<file path="src/rtl/pwm_multi_avalon_if.sv">
// ============================================================================
// pwm_multi_avalon_if: Avalon-MM slave bus bundle for the multi-channel PWM.
// Rev 1.0
// ============================================================================
`default_nettype none

interface pwm_multi_avalon_if;
  logic [3:0]  address;
  logic        write;
  logic [31:0] writedata;
  logic        read;
  logic [31:0] readdata;

  modport master (output address, write, writedata, read, input readdata);
  modport slave  (input address, write, writedata, read, output readdata);
endinterface

`default_nettype wire

</file>
<file path="src/rtl/pwm_multi_avalon.sv">
// ============================================================================
// pwm_multi_avalon: NUM_CH PWM outputs on one shared edge/center counter with
// double-buffered period/duty. Macro PWM_IRQ_EN adds the irq port and IRQ_MASK.
// Rev 1.0
// ============================================================================
`default_nettype none

module pwm_multi_avalon #(
  parameter int NUM_CH = 4,
  parameter int CNT_W  = 16,
  parameter int PRE_W  = 8
) (
  input  logic                  clk,
  input  logic                  reset,
  pwm_multi_avalon_if.slave     bus,
  output logic [NUM_CH-1:0]     pwm_o
`ifdef PWM_IRQ_EN
  ,
  output logic                  irq
`endif
);

  localparam logic [3:0] c_ADDR_CTRL   = 4'd0;
  localparam logic [3:0] c_ADDR_PERIOD = 4'd1;
  localparam logic [3:0] c_ADDR_PRE    = 4'd2;
  localparam logic [3:0] c_ADDR_STATUS = 4'd3;

  logic             r_en, r_center, r_center_sh, r_down, r_pend;
  logic [CNT_W-1:0] r_period, r_period_sh, r_cnt;
  logic [PRE_W-1:0] r_pre, r_pre_cnt;
  logic [CNT_W-1:0] r_duty    [NUM_CH];
  logic [CNT_W-1:0] r_duty_sh [NUM_CH];
`ifdef PWM_IRQ_EN
  logic             r_mask;
`endif

  logic             w_wr_ctrl, w_wr_status, w_en_next, w_tick, w_top, w_bnd;
  logic             w_down_nxt;
  logic [CNT_W-1:0] w_cnt_nxt;
  logic [31:0]      w_rdata;
  logic             w_unused;

  assign w_wr_ctrl   = bus.write && (bus.address == c_ADDR_CTRL);
  assign w_wr_status = bus.write && (bus.address == c_ADDR_STATUS);
  assign w_en_next   = w_wr_ctrl ? bus.writedata[0] : r_en;
  assign w_tick      = (r_pre_cnt == r_pre);
  assign w_top       = (r_cnt >= r_period_sh);
  assign w_unused    = ^bus.writedata;

  // Center boundary is the down-count tick at 1; P=1 never sets r_down, P=0 bounds every tick.
  always_comb begin
    w_bnd = 1'b0;
    if (r_en && w_tick) begin
      if (r_center_sh)
        w_bnd = (r_period_sh == '0) ||
                ((r_cnt == CNT_W'(1)) && (r_down || (r_period_sh == CNT_W'(1))));
      else
        w_bnd = w_top;
    end
  end

  always_comb begin
    w_cnt_nxt  = r_cnt;
    w_down_nxt = r_down;
    if (w_bnd) begin
      w_cnt_nxt  = '0;
      w_down_nxt = 1'b0;
    end else if (w_tick) begin
      if (!r_center_sh || !w_top) begin
        w_cnt_nxt = r_down ? r_cnt - CNT_W'(1) : r_cnt + CNT_W'(1);
      end else begin
        w_cnt_nxt  = r_period_sh - CNT_W'(1);
        w_down_nxt = 1'b1;
      end
    end
  end

  always_comb begin
    w_rdata = '0;
    case (bus.address)
      c_ADDR_CTRL: begin
        w_rdata[1:0] = {r_center, r_en};
`ifdef PWM_IRQ_EN
        w_rdata[2]   = r_mask;
`endif
      end
      c_ADDR_PERIOD: w_rdata[CNT_W-1:0] = r_period;
      c_ADDR_PRE:    w_rdata[PRE_W-1:0] = r_pre;
      c_ADDR_STATUS: w_rdata[0]         = r_pend;
      default: begin
        for (int i = 0; i < NUM_CH; i++)
          if (bus.address[3] && (bus.address[2:0] == 3'(i)))
            w_rdata[CNT_W-1:0] = r_duty[i];
      end
    endcase
  end

  always_ff @(posedge clk) begin
    if (reset) begin
      r_en        <= 1'b0;
      r_center    <= 1'b0;
      r_center_sh <= 1'b0;
      r_down      <= 1'b0;
      r_pend      <= 1'b0;
      r_period    <= '0;
      r_period_sh <= '0;
      r_cnt       <= '0;
      r_pre       <= '0;
      r_pre_cnt   <= '0;
      pwm_o       <= '0;
      bus.readdata <= '0;
      for (int i = 0; i < NUM_CH; i++) begin
        r_duty[i]    <= '0;
        r_duty_sh[i] <= '0;
      end
`ifdef PWM_IRQ_EN
      r_mask      <= 1'b0;
`endif
    end else begin
      if (w_wr_ctrl) begin
        r_en     <= bus.writedata[0];
        r_center <= bus.writedata[1];
`ifdef PWM_IRQ_EN
        r_mask   <= bus.writedata[2];
`endif
      end
      if (bus.write && (bus.address == c_ADDR_PERIOD)) r_period <= bus.writedata[CNT_W-1:0];
      if (bus.write && (bus.address == c_ADDR_PRE))    r_pre    <= bus.writedata[PRE_W-1:0];
      for (int i = 0; i < NUM_CH; i++)
        if (bus.write && bus.address[3] && (bus.address[2:0] == 3'(i)))
          r_duty[i] <= bus.writedata[CNT_W-1:0];

      if (w_bnd)                                r_pend <= 1'b1;
      else if (w_wr_status && bus.writedata[0]) r_pend <= 1'b0;

      if (!r_en) begin
        r_cnt     <= '0;
        r_pre_cnt <= '0;
        r_down    <= 1'b0;
      end else begin
        r_pre_cnt <= w_tick ? '0 : r_pre_cnt + PRE_W'(1);
        r_cnt     <= w_cnt_nxt;
        r_down    <= w_down_nxt;
      end

      // Shadows see the pre-write bus value when a write lands on the boundary cycle.
      if (!r_en || w_bnd) begin
        r_period_sh <= r_period;
        r_center_sh <= r_center;
        for (int i = 0; i < NUM_CH; i++) r_duty_sh[i] <= r_duty[i];
      end

      for (int i = 0; i < NUM_CH; i++)
        pwm_o[i] <= r_en && w_en_next && (r_cnt < r_duty_sh[i]);

      bus.readdata <= bus.read ? w_rdata : '0;
    end
  end

`ifdef PWM_IRQ_EN
  assign irq = r_pend & r_mask;
`endif

endmodule

`default_nettype wire
</file>
<file path="src/flat_wrapper.sv">
// flat-port wrapper written by rule: the top's interface ports become plain ports
module pwm_multi_avalon_flat 
#(
  parameter int NUM_CH = 4,
  parameter int CNT_W  = 16,
  parameter int PRE_W  = 8
)
  (clk, reset, pwm_o, bus_address, bus_write, bus_writedata, bus_read, bus_readdata);
  pwm_multi_avalon_if bus_i ();
  input  logic clk;
  input  logic reset;
  output logic [NUM_CH-1:0] pwm_o;
  input wire logic [$bits(bus_i.address)-1:0] bus_address;
  input wire logic [$bits(bus_i.write)-1:0] bus_write;
  input wire logic [$bits(bus_i.writedata)-1:0] bus_writedata;
  input wire logic [$bits(bus_i.read)-1:0] bus_read;
  output wire logic [$bits(bus_i.readdata)-1:0] bus_readdata;
  assign bus_i.address = bus_address;
  assign bus_i.write = bus_write;
  assign bus_i.writedata = bus_writedata;
  assign bus_i.read = bus_read;
  assign bus_readdata = bus_i.readdata;
  pwm_multi_avalon #(.NUM_CH(NUM_CH), .CNT_W(CNT_W), .PRE_W(PRE_W)) u_core (.clk(clk), .reset(reset), .bus(bus_i), .pwm_o(pwm_o));
endmodule
</file>
<file path="config.mk">
export PLATFORM = sky130hd
export DESIGN_NAME = pwm_multi_avalon_flat
export DESIGN_NICKNAME = d
export VERILOG_FILES = /design/src/rtl/pwm_multi_avalon_if.sv /design/src/rtl/pwm_multi_avalon.sv /design/src/flat_wrapper.sv
export SDC_FILE = /design/constraint.sdc
export NUM_CORES = 1
export LEC_CHECK = 0
export ABC_CLOCK_PERIOD_IN_PS = 9400
export CORE_ASPECT_RATIO = 1.2
export CORE_MARGIN = 2
export CORE_UTILIZATION = 60
export DETAILED_ROUTE_END_ITERATION = 8
export PLACE_DENSITY = 0.92
export SLEW_MARGIN = 20
export SYNTH_ARGS = -nofsm -noshare
export SYNTH_HDL_FRONTEND = slang
export SYNTH_SLANG_ARGS = --single-unit
</file>
<file path="constraint.sdc">
create_clock -name clk -period 9.4 [get_ports clk]
set_input_delay 0.94 -clock clk [delete_from_list [all_inputs] [get_ports clk]]
set_output_delay 0.94 -clock clk [all_outputs]
set_load 0.05 [all_outputs]
</file>
==> reports/metrics.cfg <==
[outcome]
status=finished, final reports clean

[synth]
synth_compound_area_frac=0.1198
synth_top_family_by_area=simple AND/OR/NAND/NOR gates
ys_warn_count=0
synth.ff_latch_count=217
synthDistinctLibCells=61
yosysSeqAreaShare=0.4900
synthMuxAreaShare=0.03084
synth_simple_gate_area_share=0.1901
syn_area_sq_um=11480
synthCells=1116
synth_edf_count=128
async_reset_ff_frac=0
synthAdderAreaFrac=0.09045
synth_xor_area_frac=0.01983
postSynthAreaPerCell_sq_um=10.29
synth_ff_type=edfxtp_1

[min_path]
holdPathStages=2
min-delay-start=u_core.r_pre[4]$_SDFFE_PP0P_
whs_endpoint=u_core.r_pre[4]$_SDFFE_PP0P_
worstHoldPathType=reg2reg

[placed_design]
dpl.hpwl_um=19810
place.gp.congestion=0.8960
io_buffer_count=43
post-place-ws_ps=4713

[critical_path]
critPathLaunchType=primary input
cpMaxStageDelayCell=clkdlybuf4s50_1
critPathMaxFanout=18
reg2reg_slack_ps=5610
worstSetupPathType=in2reg
cp_cell_sequence=clkdlybuf4s50_1, nor2b_1, and2_1, nand2_1, nand2b_1
r2r_cells=7
cp.arrival_ps=4340
end_kind=register
r2r_start=u_core.r_cnt[10]$_SDFFE_PP0P_
rr_endpoint=u_core.r_duty_sh[0][8]$_SDFFCE_PN0P_
critPathRequiredTime_ps=9520
max_stage_delay_ps=980

[routing]
wl_um=29260
dr.pass1.iters=7
viasPerCell=6.300
wl_per_cell_um=20.71
drt_iter0_markers=1044
drc_errors=0
vias=8902
ant_nets=0

[grt]
grt_pass1_wl_um=46000
grt_max_degree=58
gr-usage-all-layers=0.2935
grt_pass1_vias=8757
grt.overflow.total=0
antenna_found_initial=0

[power_and_ir_drop]
max-vdd-ir-drop_mv=0.1695
p_per_area_nw_per_um2=168.8
leakagePower_nw=5.061
total_power_mw=2.162

[clocking]
cts-buffers-inserted=22
cts_sinks=217
htree_levels=1
ctsHoldBuffers=0
insertion_delay_ps=510
clk_pin_slew_ps=60
cts_resized=0
cts-root-buf=clkbuf_16
cts_buffer_depth=3
post_cts.repair.setup_buffers=0
cts_tree=yes

[job]
maxCapViolCount=0

[sta]
fin_ws_ps=5177
period_needed_ps=4223
rsz0062_at_grt=no
max_freq_ghz=0.2368
period_share=0.4493
fin_skew_ps=16.75
setup_violations=0
worst_pin_slew_ps=1086
hold_viol=0
fin_setup_tns_ps=0
slew-limit-headroom=0.2744
slew_violations=0

[die]
initial_core_util=0.6111
core_area_sq_um=18790
die_area_sq_um=20260
rows=55
ios=76
die_y_um=155.5
fp.dieW_um=130.3

[layout]
areaGrowthSynthToFinish_pct=11.55
final_common_cell=and2_1
drive_above_1_share=0.06914
diodes=0
final_cell_mix=140 x and2_1, 128 x edfxtp_1, 89 x dfxtp_1
finalNetCount=1264

cells in the mapped netlist (all sizes together) (9+ instances only):
master	count	area share
nand3	27	0.012
clkbuf	44	0.015
ha	83	0.090
a22o	18	0.014
a211oi	11	0.0072
mux2i	14	0.012
a31oi	16	0.0087
edfxtp	128	0.33
a21oi	56	0.024
o21ai	38	0.017
inv	87	0.028
nand2	83	0.027
buf	27	0.015
dfxtp	89	0.16
nor2b	9	0.0049
nor4	9	0.0054
a21o	13	0.0085
nor3	17	0.0074
nand4	19	0.010
and2	141	0.077
xor2	12	0.0092
a22oi	11	0.0072
xnor2	14	0.011
nor2	49	0.016
worst max-delay path, delay by kind of cell:
family                 cells  cell delay, ps
AND/OR/NAND/NOR            4            2410
buffers and inverters      1             980
routing by layer:
metal / track usage / routed length [um] / vias up
met5: 0 / 0 / -
li1: - / - / 4008
met1: 0.3637 / 10670 / 4267
met3: 0.05624 / 2738 / 117
met2: 0.4929 / 14540 / 510
met4: 0.1398 / 1314 / 0
power by group:
part / switching (mW) / internal [mW] / total, mW
combinational: 0.126 / 0.0713 / 0.197
clock: 0.362 / 0.523 / 0.885
sequential: 0.0239 / 1.06 / 1.08
registers in the layout, summed over array words and instances (netlist names), 4 cells and up:
name,count
u_core.r_pre,8
u_core.r_duty,64
u_core.pwm_o,4
u_core.r_pre_cnt,8
u_core.r_cnt,16
u_core.r_duty_sh,64
u_core.r_period,16
u_core.bus.readdata,16
u_core.r_period_sh,16
cells by family after synthesis:
| kind of cell | Yosys count |
|---|---|
| AO/OA/AOI/OAI | 206 |
| XOR/XNOR | 26 |
| adder cells (fa/ha/maj) | 83 |
| buffers and inverters | 158 |
| flip-flops | 217 |
| multiplexers | 25 |
| other | 1 |
| AND/OR/NAND/NOR | 400 |
worst max path at each step:
stage                                  start                              endpoint  slack (ps)  cells after the start
5_1_grt                       bus_address[3]    u_core.r_duty[1][10]$_SDFFCE_PN0P_        5090                      5
3_3_place_gp                  bus_address[3]     u_core.r_duty[1][8]$_SDFFCE_PN0P_        4900                      6
3_5_place_dp                  bus_address[3]     u_core.r_duty[1][1]$_SDFFCE_PN0P_        4710                      6
2_1_floorplan  u_core.r_cnt[10]$_SDFFE_PP0P_  u_core.r_duty_sh[0][0]$_SDFFCE_PN0P_        6280                      8
6_report                      bus_address[3]    u_core.r_duty[1][12]$_SDFFCE_PN0P_        5180                      5
4_1_cts                       bus_address[3]    u_core.r_duty[1][13]$_SDFFCE_PN0P_        5090                      6
layout make-up:
class / instances / area, sq um
inverter: 87 / 326.6
fill: 1235 / 5979
clock inverter: 7 / 62.56
tap: 256 / 320.3
timing repair buffer: 57 / 535.5
sequential: 217 / 5625
multi-input combinational: 756 / 5263
clock buffer: 33 / 674.4
through the flow:
step / util / cell area, sq um / hold WS [ps] / instances
2_1_floorplan: - / 11540 / 435.7 / 1131
3_3_place_gp: 0.6422 / 12070 / 459.9 / 1373
3_5_place_dp: 0.6422 / 12070 / 484.3 / 1373
4_1_cts: 0.6815 / 12800 / 492.2 / 1413
5_1_grt: 0.6817 / 12810 / 511.1 / 1413
6_report: 0.6817 / 12810 / 500.4 / 1413
(Power assumes the default switching activity.)
